--- config.mk ---
export PLATFORM = sky130hd
export DESIGN_NAME = alu_decoder
export DESIGN_NICKNAME = d
export VERILOG_FILES = /design/src/rtl/alu_decoder.sv
export SDC_FILE = /design/constraint.sdc
export NUM_CORES = 1
export LEC_CHECK = 0
export ABC_AREA = 1
export CAP_MARGIN = 15
export CORE_AREA = 2 2 39 41
export DETAILED_ROUTE_END_ITERATION = 10
export DIE_AREA = 0 0 41 43
export GPL_TIMING_DRIVEN = 0
export PLACE_DENSITY = 0.52
export SLEW_MARGIN = 20
export SYNTH_ARGS = -nofsm -noshare
export SYNTH_HDL_FRONTEND = slang
export SYNTH_SLANG_ARGS = --single-unit
--- constraint.sdc ---
create_clock -name clk -period 0.8 [get_ports clk]
set_clock_uncertainty 0.1 [all_clocks]
set_input_delay 0.12 -clock clk [delete_from_list [all_inputs] [get_ports clk]]
set_output_delay 0.12 -clock clk [all_outputs]
set_load 0.01 [all_outputs]
--- src/rtl/alu_decoder.sv ---
// ALU control decoder: maps (alu_op, s, cmd) to registered ALU/flag/shifter controls.
// Optional macro ALU_DEC_ILLEGAL_EN adds a registered `illegal` output for BIC/MVN.
module alu_decoder (
  input  logic       clk,
  input  logic       reset,
  input  logic       alu_op,
  input  logic       s,
  input  logic [3:0] cmd,
  output logic [2:0] alu_ctl,
  output logic [1:0] flag_w,
  output logic       no_write,
  output logic       shift,
  output logic       swap
`ifdef ALU_DEC_ILLEGAL_EN
  ,
  output logic       illegal
`endif
);

  logic [2:0] alu_ctl_s;
  logic [1:0] flag_sel_s;
  logic       flag_force_s;
  logic [1:0] flag_w_s;
  logic       no_write_s;
  logic       shift_s;
  logic       swap_s;
  logic       illegal_s;

  logic [2:0] alu_ctl_r;
  logic [1:0] flag_w_r;
  logic       no_write_r;
  logic       shift_r;
  logic       swap_r;
  logic       illegal_r;

  // Next-state decode; compare-class ops write flags whether or not S is set
  always_comb begin
    alu_ctl_s    = 3'b000;
    flag_sel_s   = 2'b00;
    flag_force_s = 1'b0;
    no_write_s   = 1'b0;
    shift_s      = 1'b0;
    swap_s       = 1'b0;
    illegal_s    = 1'b0;
    if (alu_op == 1'b1) begin
      case (cmd)
        4'b0100: begin alu_ctl_s = 3'b000; flag_sel_s = 2'b11; end
        4'b0010: begin alu_ctl_s = 3'b001; flag_sel_s = 2'b11; end
        4'b0000: begin alu_ctl_s = 3'b010; flag_sel_s = 2'b10; end
        4'b1100: begin alu_ctl_s = 3'b011; flag_sel_s = 2'b10; end
        4'b0001: begin alu_ctl_s = 3'b110; flag_sel_s = 2'b10; end
        4'b0101: begin alu_ctl_s = 3'b100; flag_sel_s = 2'b11; end
        4'b0110: begin alu_ctl_s = 3'b101; flag_sel_s = 2'b11; end
        4'b0011: begin alu_ctl_s = 3'b001; flag_sel_s = 2'b11; swap_s = 1'b1; end
        4'b0111: begin alu_ctl_s = 3'b101; flag_sel_s = 2'b11; swap_s = 1'b1; end
        4'b1010: begin alu_ctl_s = 3'b001; flag_sel_s = 2'b11; flag_force_s = 1'b1; no_write_s = 1'b1; end
        4'b1011: begin alu_ctl_s = 3'b000; flag_sel_s = 2'b11; flag_force_s = 1'b1; no_write_s = 1'b1; end
        4'b1000: begin alu_ctl_s = 3'b010; flag_sel_s = 2'b10; flag_force_s = 1'b1; no_write_s = 1'b1; end
        4'b1001: begin alu_ctl_s = 3'b110; flag_sel_s = 2'b10; flag_force_s = 1'b1; no_write_s = 1'b1; end
        4'b1101: begin alu_ctl_s = 3'b000; flag_sel_s = 2'b10; shift_s = 1'b1; end
        4'b1110: begin illegal_s = 1'b1; end
        4'b1111: begin illegal_s = 1'b1; end
        default: begin alu_ctl_s = 3'b000; end
      endcase
    end else begin
      alu_ctl_s = 3'b000;
    end
    if ((flag_force_s == 1'b1) || (s == 1'b1)) begin
      flag_w_s = flag_sel_s;
    end else begin
      flag_w_s = 2'b00;
    end
  end

  // Output registers, cleared asynchronously
  always_ff @(posedge clk or posedge reset) begin
    if (reset) begin
      alu_ctl_r  <= 3'b000;
      flag_w_r   <= 2'b00;
      no_write_r <= 1'b0;
      shift_r    <= 1'b0;
      swap_r     <= 1'b0;
      illegal_r  <= 1'b0;
    end else begin
      alu_ctl_r  <= alu_ctl_s;
      flag_w_r   <= flag_w_s;
      no_write_r <= no_write_s;
      shift_r    <= shift_s;
      swap_r     <= swap_s;
      illegal_r  <= illegal_s;
    end
  end

  assign alu_ctl  = alu_ctl_r;
  assign flag_w   = flag_w_r;
  assign no_write = no_write_r;
  assign shift    = shift_r;
  assign swap     = swap_r;

`ifdef ALU_DEC_ILLEGAL_EN
  assign illegal = illegal_r;
`else
  logic unused_illegal_s;
  assign unused_illegal_s = illegal_r;
`endif

endmodule

Word level (Yosys, flattened, before mapping) --
Index checks and enable logic that the tools add are counted.
Word-level totals: output and inout bits 8, register bits after elaboration 8, word-level logic and storage cells 39
Operators by class: reductions and logical operators 10, muxes and demuxes 11, equal/unequal tests 13
Operators with widths (count):
- $eq A4 B4 Y1 const B | 6
- $pmux W3 S6 | 1
- $eq A4 B3 Y1 const B | 4
- $eq A4 B2 Y1 const B | 2
- $reduce_or A2 Y1 | 4
- $reduce_or A8 Y1 | 1
- $mux W1 | 6
- $reduce_or A6 Y1 | 1
- $eq A4 B1 Y1 const B | 1
- $logic_not A4 Y1 | 1
- $mux W2 | 2
- $pmux W2 S2 | 1
- $reduce_or A4 Y1 | 1
- $mux W3 | 1
- $reduce_or A3 Y1 | 1
- $logic_or A1 B1 Y1 | 1

Longest topological paths before layout --
word-level depth 6, depth in mapped cells 5, depth with buffers taken out 5

Least setup slack after synthesis --
No wires, ideal clock.
path type input to register, from input port alu_op, to register flag_w_r[0], in the netlist flag_w[0], buffers on the path 1, cell stages on the path 5, required time 584 ps, slack 101 ps, arrival 483 ps, cells stage by stage buf_4 -> nand2_1 -> nor2_2 -> nor2_1 -> nor2_1
On the way: longest elaborated chain between the ends 3, elaborated cells on any way between the ends 4
RTL lines:
- start, declared | RTL line 6 | input logic alu_op,
- $mux W1 | RTL line 45 | if (alu_op == 1'b1) begin
- via flag_force_s | RTL line 22 | logic flag_force_s;
- $logic_or A1 B1 Y1 | RTL line 68 | if ((flag_force_s == 1'b1) || (s == 1'b1)) begin
- $mux W2 | RTL line 68
- via flag_w_s[0] | RTL line 23 | logic [1:0] flag_w_s;
- end signal, assigned | RTL line 86 | flag_w_r <= flag_w_s;
- end, declared | RTL line 30 | logic [1:0] flag_w_r;
The timed path passes the listed nets, and every way through them passes these cells.

Worst setup path after layout --
from register shift_r, in the netlist shift, to output port shift
RTL lines:
- start, declared | RTL line 32 | logic shift_r;
- start signal, assigned | RTL line 88 | shift_r <= shift_s;
- end, declared | RTL line 12 | output logic shift,
No word-level cell between the ends.

==> metrics.md <==
| Metric | Value |
|---|---|
| Outcome | `complete, but fails checks` |
| Failing checks | `setup timing` |
| Final worst path period need | `0.9471 ns` |
| Die Y-Extent | `43 um` |
| Synth-to-Final Area Change | `41.09%` |
| Crit start category | `flop` |
| Final hold violations | `0` |
| RSZ-0062 raised after global routing | `yes` |
| Postcts setup bufs | `0` |
| P_int | `0.6540 mW` |
| Crit-path max FO | `1` |
| GRT met3 Usage | `0%` |
| GRT Max-Usage Layer | `met1` |
| First-pass GRT wire length | `1007 um` |
| Starting Density | `24.86%` |
| Clock network power share | `33.4%` |
| Share of the synthesized area in the top cell type | `58.18%` |
| Max Cap Viol | `0` |
| Delay-heaviest family, CP | `flip-flops` |
| RePlAce Congestion | `0.7943` |
| Syn_nets | `50` |
| Clock H-tree levels | `1` |
| Grt met1 use | `11.88%` |
| Max Buffers Root-to-Sink | `2` |
| Number of distinct library cells after synthesis | `9` |
| Nets | `69` |
| Yosys warns | `0` |
| Worst endpoint data arrival time | `0.73 ns` |
| Crit Path Class | `reg -> out` |
| Gate Count Post-Synth | `42` |
| PD cells | `1744 nW/um^2` |
| Post-DP Area | `504.2 um^2` |
| Setup WS pre-CTS | `-0.5161 ns` |
| Largest cells by area after synthesis | `dfrtp_1, nand2_1, inv_1, nand3_1, nor2_1` |
| Pin count of the biggest net entering global routing | `9` |
| IO Count | `16` |
| F_max | `1056 MHz` |
| Final Max Tran Viols | `0` |
| Chip width | `41 um` |
| Site Rows | `14` |
| Die ar. | `1763 um^2` |
| Gr ovfl total | `0` |
| Ant diodes | `0` |
| Critical-path cell list | `buf_2` |
| Share of cells above drive strength 1 | `25.42%` |
| Clock Pin Slew Worst Setup and Hold Paths | `0.05 ns` |
| Sequential share of power | `50.8%` |
| #FFs+latches synth | `8` |
| Maximum VDD drop | `0.4883 mV` |
| Seq/Total Area, Yosys | `58.18%` |
| Net Sw Power | `0.1927 mW` |
| Final worst slack | `-0.1471 ns` |
| CTS tree | `done` |
| Cell with the largest stage delay on the worst path | `dfrtp_1` |
| Final setup vio count | `8` |
| Period utilisation layout | `118.4%` |
| DRT Pass-1 Iters | `1` |
| Max incr delay on CP | `0.35 ns` |
| Util after Layout | `35.08%` |
| Switching share of power | `22.76%` |
| Required @ worst endpoint | `0.58 ns` |
| Number of port buffers | `14` |
| Comb power frac | `15.9%` |
| Met2 usage in global routing | `10.94%` |
| Worst Tran Pin Value | `0.2735 ns` |
| Average cell area after synthesis | `8.192 um^2` |
| Total CTS buffers | `3` |
| Clock Tree Root | `clkbuf_4` |
| ANT nets after route | `0` |
| Routed wire length | `622 um` |
| DP Wirelength | `486.1 um` |
| Core Box Area | `1384 um^2` |
| Relative slew slack | `81.74%` |
| Initial antenna violation count | `0` |
| Final instance area | `485.5 um^2` |
| Post-route DRC | `0` |
| Mapped cell area | `344.1 um^2` |
| Largest area contributor in the netlist | `dfrtp_1` |
| Worst hold path class | `in -> async` |
| P_leak | `0.2844 nW` |
| Vias | `294` |
| Crit. End Element | `output port` |
| CP bufs+invs | `1` |
| Avg WL per Cell | `8.293 um` |
| Initial DRC count | `0` |
| All-layer global routing usage | `8.704%` |
| Clock sinks | `8` |
| Vias in the first global route | `263` |
| Via-to-Cell Ratio | `3.920` |
[synth_stat cells]
cell type,instances
buf_4,1
dfrtp_1,8
inv_1,6
nand2_1,14
nand3_1,4
nor2_1,4
nor2_2,1
nor3_1,2
o21ai_0,2
[per-layer routing]
layer / part of all wire, % / wire length [um]
met1: 47 / 292
met2: 45 / 278
met3: 8.0 / 50
met4: 0 / 0
met5: 0 / 0
[timing repair]
action | 4_1_cts | 5_1_grt
hold buffers | 0 | 0
setup endpoints to repair | 15 | 10
resized for setup | 38 | 4
pin swaps | 1 | 0
[worst paths after layout]
path	from	to	cells past startpoint
min	reset	alu_ctl[1]	2
max in group asynchronous	reset	alu_ctl[2]	2
min in group clk	cmd[3]	swap	2
max	shift	shift	1
[flip-flops by register name, indices dropped and copies added (netlist names)]
register,cells
no_write,1
swap,1
flag_w,2
shift,1
alu_ctl,3
[stage by stage]
| step | TNS [ns] | power [mW] | std cells | hold WS, ns |
|---|---|---|---|---|
| after floorplan | 0 | 0.5066 | 42 | -0.1643 |
| after global routing | -1.372 | 0.9017 | 75 | 0.03320 |
| after CTS | -1.204 | 0.8580 | 75 | 0.02059 |
| final | -1.118 | 0.8466 | 75 | 0.01351 |
| after global placement | -5.008 | 0.5934 | 72 | 0.2783 |
| after detailed placement | -5.157 | 0.5946 | 72 | 0.2749 |
[cell type report]
cell class	instances	area [um^2]
Inverter	6	22.52
Multi-Input combinational cell	27	113.9
Sequential cell	8	200.2
Buffer	1	7.507
Clock buffer	3	22.52
Fill cell	160	898.4
Tap cell	16	20.02
Timing Repair Buffer	14	98.84
[placed cells by master (no fill, tap or decap)]
cell type,count
buf_2,7
buf_4,1
buf_6,1
clkbuf_2,1
clkbuf_4,3
clkdlybuf4s15_1,1
clkdlybuf4s50_1,2
dfrtp_1,8
dlygate4sd2_1,2
inv_1,5
inv_2,1
nand2_1,14
nand3_1,4
nor2_1,4
nor2_2,1
nor3_1,2
o21ai_0,1
o21ai_1,1
[kinds of logic (layout without fill, tap and decap cells)]
group	after synthesis	in the layout	synth area share, %
AND/OR/NAND/NOR	25	25	30.18
AO/OA/AOI/OAI	2	2	2.909
buffers and inverters	7	24	8.728
flip-flops	8	8	58.18
[power groups by stage]
| stage | registers (mW) | clock network (mW) | logic, mW |
|---|---|---|---|
| final | 0.430 | 0.283 | 0.134 |
| after detailed placement | 0.436 | 0 | 0.158 |
| after global routing | 0.431 | 0.318 | 0.153 |
| after floorplan | 0.449 | 0 | 0.0580 |
| after CTS | 0.429 | 0.296 | 0.133 |
| after global placement | 0.436 | 0 | 0.157 |
Power figures use the tool's default switching activity.
